### config.mk
export PLATFORM = sky130hd
export DESIGN_NAME = crp16_alu_mul_seq
export DESIGN_NICKNAME = d
export VERILOG_FILES = /design/src/rtl/crp16_alu_mul_seq.sv
export SDC_FILE = /design/constraint.sdc
export NUM_CORES = 1
export LEC_CHECK = 0
export BUFFER_PORTS_ARGS = -buffer_cell sky130_fd_sc_hd__buf_2
export CORE_MARGIN = 1
export CORE_UTILIZATION = 53
export CTS_CLUSTER_SIZE = 40
export DETAILED_ROUTE_END_ITERATION = 16
export GPL_TIMING_DRIVEN = 0
export PLACE_DENSITY = 0.86
export SLEW_MARGIN = 10
export SYNTH_ARGS = -nofsm -noshare
export SYNTH_HDL_FRONTEND = slang
export SYNTH_SLANG_ARGS = --single-unit
### constraint.sdc
create_clock -name clock -period 9.12 [get_ports clock]
set_clock_uncertainty 0.15 [all_clocks]
set_input_delay 0.912 -clock clock [delete_from_list [all_inputs] [get_ports clock]]
set_output_delay 0.912 -clock clock [all_outputs]
set_load 0.02 [all_outputs]
### src/rtl/crp16_alu_mul_seq.sv
`default_nettype none
// ============================================================================
// Module   : crp16_alu_mul_seq (with crp16_alu_adder)
// Brief    : 16x16 unsigned shift-add multiplier, one shared adder pass per
//            clock. Optional macro: CRP16_MUL_ZERO_BYPASS_EN.
// Revision : 1.0
// ============================================================================

module crp16_alu_adder (
   input  logic [15:0] a,
   input  logic [15:0] b,
   input  logic        sub,
   output logic [15:0] sum,
   output logic        c_out,
   output logic        ovf
);
   logic [16:0] w_c;
   logic [15:0] w_b;

   assign w_b    = b ^ {16{sub}};
   assign w_c[0] = sub;

   for (genvar i = 0; i < 16; i++) begin : g_bit
      assign sum[i]   = a[i] ^ w_b[i] ^ w_c[i];
      assign w_c[i+1] = (a[i] & w_b[i]) | (w_c[i] & (a[i] ^ w_b[i]));
   end

   assign c_out = w_c[16];
   assign ovf   = w_c[16] ^ w_c[15];
endmodule

module crp16_alu_mul_seq #(
   parameter bit ACCEPT_IN_DONE = 1'b1
) (
   input  logic        clock,
   input  logic        resetn,
   input  logic        start,
   input  logic [15:0] x,
   input  logic [15:0] y,
   output logic        busy,
   output logic        done,
   output logic [15:0] r_hi,
   output logic [15:0] r_lo,
   output logic        v
);
   typedef enum logic [1:0] {
      S_IDLE = 2'd0,
      S_RUN  = 2'd1,
      S_DONE = 2'd2
   } state_t;

   state_t      r_state;
   state_t      w_state_nxt;
   logic [15:0] r_mcand;
   logic [15:0] r_acc;
   logic [15:0] r_mplr;
   logic [4:0]  r_cnt;
   logic        w_accept;
   logic        w_zero;
   logic [15:0] w_addend;
   logic [15:0] w_sum;
   logic        w_cout;
   logic        w_ovf_unused;

   assign w_addend = r_mplr[0] ? r_mcand : 16'd0;

   crp16_alu_adder u_adder (
      .a     (r_acc),
      .b     (w_addend),
      .sub   (1'b0),
      .sum   (w_sum),
      .c_out (w_cout),
      .ovf   (w_ovf_unused)
   );

`ifdef CRP16_MUL_ZERO_BYPASS_EN
   assign w_zero = (x == 16'd0) || (y == 16'd0);
`else
   assign w_zero = 1'b0;
`endif

   always_ff @(posedge clock or negedge resetn) begin
      if (!resetn) begin
         r_state <= S_IDLE;
      end else begin
         r_state <= w_state_nxt;
      end
   end

   always_comb begin
      w_state_nxt = r_state;
      w_accept    = 1'b0;
      busy        = 1'b0;
      done        = 1'b0;
      case (r_state)
         S_IDLE: begin
            w_accept = start;
         end
         S_RUN: begin
            busy = 1'b1;
            if (r_cnt == 5'd15) begin
               w_state_nxt = S_DONE;
            end
         end
         S_DONE: begin
            done        = 1'b1;
            w_accept    = start && ACCEPT_IN_DONE;
            w_state_nxt = S_IDLE;
         end
         default: begin
            w_state_nxt = S_IDLE;
         end
      endcase
      // A zero operand short-circuits straight to DONE when bypass is built in
      if (w_accept) begin
         w_state_nxt = w_zero ? S_DONE : S_RUN;
      end
   end

   always_ff @(posedge clock or negedge resetn) begin
      if (!resetn) begin
         r_mcand <= 16'd0;
         r_acc   <= 16'd0;
         r_mplr  <= 16'd0;
         r_cnt   <= 5'd0;
      end else if (w_accept) begin
         r_mcand <= x;
         r_acc   <= 16'd0;
         r_mplr  <= w_zero ? 16'd0 : y;
         r_cnt   <= 5'd0;
      end else if (r_state == S_RUN) begin
         // Carry-out lands in acc[15] so the 33-bit partial sum never loses a bit
         {r_acc, r_mplr} <= {w_cout, w_sum, r_mplr[15:1]};
         r_cnt           <= r_cnt + 5'd1;
      end
   end

   assign r_hi = r_acc;
   assign r_lo = r_mplr;
   assign v    = |r_acc;

endmodule
`default_nettype wire

* Yosys cells after proc, flatten, opt, wreduce, memory -nomap -nowiden
Cells that the tools add are included.
** Operators by class
- Add/sub/neg operators :: 1
- Multiply operators :: 0
- Div/mod/pow operators :: 0
- $lt $le $gt $ge :: 0
- Equality and inequality tests :: 5
- Shift-type cells :: 0
- Multiplexer cells :: 13
- Bitwise logic cells :: 77
- Reduce and logical (&&, ||, !) cells :: 5
** Operators by type and width (number)
- 16-bit two-way mux :: 5
- 1-bit bitwise AND :: 31
- 1-bit XOR :: 31
- 16-bit OR reduction :: 1
- 1-bit OR :: 15
- 5-bit two-way mux :: 2
- 5-bit by 1-bit adder with 5-bit output (second input constant) :: 1
- 5-bit by 4-bit == test with 1-bit output (second input constant) :: 1
- 2-bit two-way mux :: 2
- 2-bit case mux with 2 select lines :: 1
- 1-bit two-way mux :: 3
- 3-bit != test (second input constant) :: 1
- 2-bit by 1-bit == test with 1-bit output (second input constant) :: 1
- 2-bit == test (second input constant) :: 1
- 2-bit logical NOT :: 1
- 2-bit != test (second input constant) :: 1
- 2-bit AND reduction :: 1
- 2-bit nonzero test :: 1
- 2-bit OR reduction :: 1
** Storage, ports and cells
- Flip-flop bits (word level) :: 55
- Bits in latches :: 0
- Bits in writable memories :: 0
- ROM bits :: 0
- Logic and storage cells :: 106
- Memories kept :: 0

* Depth between registers and ports, before layout
- Word-level depth :: 34
- Mapped depth :: 22

* By module
From an unflattened synthesis, not the netlist that was laid out.
** Unflattened totals
- Cell total of the unflattened synthesis :: 302
- Area, all modules :: 3071.7 um^2
** Modules (own cells, without submodules)
- crp16_alu_mul_seq :: instances 1, cells an instance 239, area an instance 2474.9 um^2, sequential area each 1376.3 um^2
- crp16_alu_adder :: instances 1, cells an instance 63, area an instance 596.8 um^2, sequential area each 0.0 um^2

* Least setup slack after synthesis
Ideal clock, no wire load.
- Path kind :: register to register
- From :: register r_mplr[0], in the netlist r_lo[0]
- To :: register r_acc[14], in the netlist r_hi[14]
- Setup time :: 0.132 ns
- Arrival :: 6.428 ns
- Path slack :: 2.411 ns
- Cell stages (with the launch flop) :: 23
- Path buffers :: 1
- Cells stage by stage :: dfrtp_1 clkbuf_1 and2_1 ha_1 fa_1 inv_1 fa_1 fa_1 fa_1 fa_1 fa_1 fa_1 fa_1 fa_1 fa_1 fa_1 fa_1 fa_1 inv_1 fa_1 inv_1 fa_1 o2bb2ai_1
** Between the ends
- Longest elaborated chain between the ends :: 33
** RTL lines
- start, declared :: line 56 : logic [15:0] r_mplr;
- start signal, assigned :: line 129 : r_mplr <= w_zero ? 16'd0 : y;
- start signal, assigned :: line 133 : {r_acc, r_mplr} <= {w_cout, w_sum, r_mplr[15:1]};
- 16-bit two-way mux * :: line 65 : assign w_addend = r_mplr[0] ? r_mcand : 16'd0;
- 1-bit bitwise AND or 1-bit XOR (tied branches) :: line 25 : assign w_c[i+1] = (a[i] & w_b[i]) | (w_c[i] & (a[i] ^ w_b[i]));
- 1-bit bitwise AND :: line 25
- 1-bit OR :: line 25
- 1-bit bitwise AND :: line 25
- 1-bit OR :: line 25
- 1-bit bitwise AND :: line 25
- 1-bit OR :: line 25
- [17 not listed]
- 1-bit OR :: line 25
- 1-bit bitwise AND :: line 25
- 1-bit OR :: line 25
- 1-bit bitwise AND :: line 25
- 1-bit OR :: line 25
- 1-bit XOR * :: line 24 : assign sum[i] = a[i] ^ w_b[i] ^ w_c[i];
- 16-bit two-way mux * :: line 131 : end else if (r_state == S_RUN) begin
- 16-bit two-way mux * :: line 126 : end else if (w_accept) begin
- end signal, assigned :: line 133
- end, declared :: line 55 : logic [15:0] r_acc;
Every way passes the cells marked *; elsewhere a longest branch is shown, timed or not. The select of a mux whose other input is x is not followed.
A chain may end at the register's enable or synchronous reset.

* Worst setup path after layout
Same ends and word-level chain as after synthesis.

==> run summary <==
OUTCOME
-------------------------------------------------------------------------------
Result of the run ................................................ finished clean

TIMING
-------------------------------------------------------------------------------
Pins over their slew limit .......................................            0
Final Cycle Share ................................................       0.7790
Worst max-slew margin expressed relative to the limit ............       0.5513
Final Worst Setup Slack ..........................................     2.016 ns
Achievable Freq ..................................................    140.8 MHz
Transition time at the pin with the least slew margin ............    0.6730 ns
Setup repair after global routing missed its margin ..............        false
Post-layout minimum cycle time ...................................     7.104 ns
Final Hold Vio Count .............................................            0
Final setup violation count ......................................            0
TNS Setup ........................................................         0 ns

PWR
-------------------------------------------------------------------------------
Logic pwr share ..................................................        0.524
Sequential share of power ........................................        0.370
Pwr per Cell Area ................................................ 388.0 mW/mm²
Max rail drop VDD ................................................    0.1655 mV
Net switching power figure .......................................     570.3 µW
Switching part of the total power ................................       0.4540
P_int ............................................................     685.7 µW
Cell leakage power ...............................................     1.611 nW
Clock share of power .............................................        0.106

FLOORPLANNING
-------------------------------------------------------------------------------
Standard-cell row count ..........................................           25
Area of the core ................................................. 0.004817 mm²
Vertical extent of the die .......................................     73.61 µm
Die area ......................................................... 0.005418 mm²
Starting Density .................................................       0.5642
Boundary Pins ....................................................           70
Width of the die .................................................     73.61 µm

PLACED DESIGN
-------------------------------------------------------------------------------
Detailed placer's ending HPWL ....................................      4434 µm
Count of buffers inserted at the top-level ports .................           69
Worst slack at placement .........................................     2.022 ns
Final weighted congestion of routability-driven global placement .       0.8600

FINAL LAYOUT
-------------------------------------------------------------------------------
Synth-to-layout area growth ......................................       19.11%
Number of nets in the finished design ............................          400
Layout cells sized above 1 .......................................       0.2622
Number of antenna diodes .........................................            0

CLOCKING
-------------------------------------------------------------------------------
Latest clock arrival within the worst-skew pair ..................      0.30 ns
Clock H-tree levels ..............................................            2
Post-CTS Repair Setup Buffers ....................................            0
Clock transition at the registers of the reported paths ..........      0.09 ns
Clock sink count .................................................           55
Clock Tree Buf Depth .............................................            2
Post-CTS resize count ............................................            0
CTS Hold Bufs ....................................................            0
Number of clock buffers inserted by TritonCTS ....................            5
TritonCTS clock tree .............................................        built
Clock Root Buffer ................................................ sky130_fd_sc_hd__clkbuf_8

MIN PATH
-------------------------------------------------------------------------------
Cells on Worst Hold Path .........................................            2
Class of the most critical hold timing path ...................... register to register
HP Start .........................................................  r_mcand[13]

DETAILED ROUTING
-------------------------------------------------------------------------------
Routed length per placed instance ................................     14.40 µm
Vias per std cell ................................................        5.198
Total length of routed wires .....................................      5960 µm
First-pass iteration count of the detailed router ................            4
Antenna-violating nets left ......................................            0
Number of DRC markers after the initial detailed-route iteration .          157
Number of design rule violations left after detail routing .......            0
Number of vias in the routed layout ..............................        2,152

GLOBAL ROUTING
-------------------------------------------------------------------------------
GRT Max-Usage Layer ..............................................         met2
GR met2 Demand/Resource ..........................................       0.3731
Met3 demand-to-capacity share in global routing ..................      0.04252
Largest net degree at the start of global routing ................           56
Number of global-route vias before repair ........................        2,018
GRT Residual Overflow ............................................            0
Met1 global-route usage ..........................................       0.3594
Gr usage total ...................................................       0.2471
Initial antenna violation count ..................................            0
Wire length of the first global-routing pass .....................      9791 µm

CRITICAL PATH
-------------------------------------------------------------------------------
Critical path peak fanout ........................................           10
Nature of the critical path endpoint .............................     register
Startpoint of the worst setup timing path ........................      r_lo[0]
Crit path DAT ....................................................      7.13 ns
WP data required .................................................      9.15 ns
Setup Crit Path Kind ............................................. register to register
Launch point of the worst reg-to-reg path ........................      r_lo[0]
Kind of start point of the critical path .........................     register
R2R cell count ...................................................           20

FLOW RUN
-------------------------------------------------------------------------------
Number of maximum-capacitance violations .........................            0

LOGIC SYNTHESIS
-------------------------------------------------------------------------------
Post-synth top area share ........................................       0.5064
Library cell with the largest summed area after synthesis ........ sky130_fd_sc_hd__dfrtp_1
Area contributors post-synth ..................................... sky130_fd_sc_hd__dfrtp_1 51%, sky130_fd_sc_hd__nand2_1 13%, sky130_fd_sc_hd__fa_1 11%, sky130_fd_sc_hd__o2bb2ai_1 4.8%, sky130_fd_sc_hd__a31oi_1 3.0%
Mean instance size in the synthesized netlist ....................    10.03 µm²
Area of the mapped netlist ....................................... 0.002718 mm²
Proportion of synthesized chip area in sequential cells ..........       0.5064
Number of synthesized register bits ..............................           55
Number of library cell types mapped by synthesis .................           29
Nets in the synthesized netlist ..................................          324
Syn. warnings ....................................................            0
Number of instances in the synthesized netlist ...................          271

## final timing paths
path | end | slack (ns)
min reg2reg | r_mcand[13] | 0.33
max reg2reg | r_hi[14] | 2.02
min in group asynchronous | r_mcand[12] | 0.48
min | r_mcand[13] | 0.33
max in group asynchronous | r_hi[9] | 7.89
max | r_hi[14] | 2.02
## flip-flops by register name, indices dropped and copies added (netlist names)
signal   count
r_lo        16
r_cnt        5
r_state      2
r_hi        16
r_mcand     16
## power groups by stage
stage | registers, mW | logic (mW) | clock network (mW)
2_1_floorplan | 0.532 | 0.386 | 0
3_3_place_gp | 0.464 | 0.624 | 0
3_5_place_dp | 0.468 | 0.658 | 0
4_1_cts | 0.463 | 0.664 | 0.137
5_1_grt | 0.481 | 0.736 | 0.147
6_report | 0.465 | 0.658 | 0.133
## routing by layer
metal / share of wire / routed length (µm)
met3: 0.037 / 223
met4: 0.016 / 94
met5: 0 / 0
met1: 0.44 / 2629
met2: 0.51 / 3013
## cell usage after synthesis
cell and n:
sky130_fd_sc_hd__nand2_1 92, sky130_fd_sc_hd__dfrtp_1 55, sky130_fd_sc_hd__inv_1 17, sky130_fd_sc_hd__fa_1 15
sky130_fd_sc_hd__o2bb2ai_1 15, sky130_fd_sc_hd__nor2_1 14, sky130_fd_sc_hd__a31oi_1 13, sky130_fd_sc_hd__buf_2 5
sky130_fd_sc_hd__clkbuf_1 5, sky130_fd_sc_hd__and2_1 4, sky130_fd_sc_hd__buf_6 4, sky130_fd_sc_hd__nor4_1 4
sky130_fd_sc_hd__a22o_1 3, sky130_fd_sc_hd__ha_1 3, sky130_fd_sc_hd__nand3_1 3, sky130_fd_sc_hd__a22oi_1 2
sky130_fd_sc_hd__buf_4 2, sky130_fd_sc_hd__mux2i_1 2, sky130_fd_sc_hd__nand4_1 2, sky130_fd_sc_hd__o21ai_0 2
sky130_fd_sc_hd__and2b_2 1, sky130_fd_sc_hd__and3_1 1, sky130_fd_sc_hd__inv_6 1, sky130_fd_sc_hd__nand2b_1 1
sky130_fd_sc_hd__nand2b_2 1, sky130_fd_sc_hd__nor2_8 1, sky130_fd_sc_hd__nor2b_1 1, sky130_fd_sc_hd__nor3_1 1
sky130_fd_sc_hd__o22ai_1 1
## stage by stage
step | instance area [µm²] | utilization | std cells | hold WS, ns | power (mW)
after global placement | 3147 | 0.6532 | 407 | 0.3069 | 1.088
after detailed placement | 3147 | 0.6532 | 407 | 0.3141 | 1.126
after CTS | 3234 | 0.6714 | 414 | 0.3364 | 1.264
after floorplan | 2718 | - | 271 | 0.2879 | 0.9176
final | 3237 | 0.6719 | 414 | 0.3320 | 1.256
after global routing | 3237 | 0.6719 | 414 | 0.3535 | 1.363
## area by class of cell
class,instances,area (µm²)
fillers,398,1580
flip-flops and latches,55,1376
multi-input cells,182,1165
repair buffers,69,347.8
plain buffers,16,103.9
well taps,67,83.83
clock buffers,6,82.58
inverters,18,72.57
clock inverters,1,5.005
## layout by cell type, fill, tap and decap left out, drive strengths merged
cell type  count
a22o           3
a22oi          2
a31oi         13
and2           4
and2b          1
and3           1
buf           80
clkbuf        11
clkinv         1
dfrtp         55
fa            15
ha             3
inv           18
mux2i          2
nand2         92
nand2b         2
nand3          3
nand4          2
nor2          15
nor2b          1
nor3           1
nor4           4
o21ai          2
o22ai          1
o2bb2ai       15
## logic make-up (layout without fill, tap and decap cells)
family / Yosys count / after routing / share of synthesized area
mux: 2 / 2 / 0.007367
simple gates: 126 / 126 / 0.1975
buf+inv: 34 / 110 / 0.06491
compound gates: 36 / 36 / 0.09945
flops: 55 / 55 / 0.5064
fa+ha+maj: 18 / 18 / 0.1243
## critical path, stage by stage, from the launching register on
cell	delay [ns]
sky130_fd_sc_hd__dfrtp_1	0.35
sky130_fd_sc_hd__clkbuf_1	0.27
sky130_fd_sc_hd__clkbuf_1	0.40
sky130_fd_sc_hd__nand2_1	0.13
sky130_fd_sc_hd__fa_1	0.43
sky130_fd_sc_hd__fa_1	0.39
sky130_fd_sc_hd__fa_1	0.43
sky130_fd_sc_hd__fa_1	0.42
sky130_fd_sc_hd__fa_1	0.40
sky130_fd_sc_hd__fa_1	0.40
sky130_fd_sc_hd__fa_1	0.40
sky130_fd_sc_hd__fa_1	0.39
sky130_fd_sc_hd__fa_1	0.39
sky130_fd_sc_hd__fa_1	0.39
sky130_fd_sc_hd__fa_1	0.39
sky130_fd_sc_hd__fa_1	0.38
sky130_fd_sc_hd__inv_1	0.08
sky130_fd_sc_hd__fa_1	0.18
sky130_fd_sc_hd__inv_1	0.05
sky130_fd_sc_hd__fa_1	0.49
sky130_fd_sc_hd__o2bb2ai_1	0.06
(Power assumes the default switching activity.)
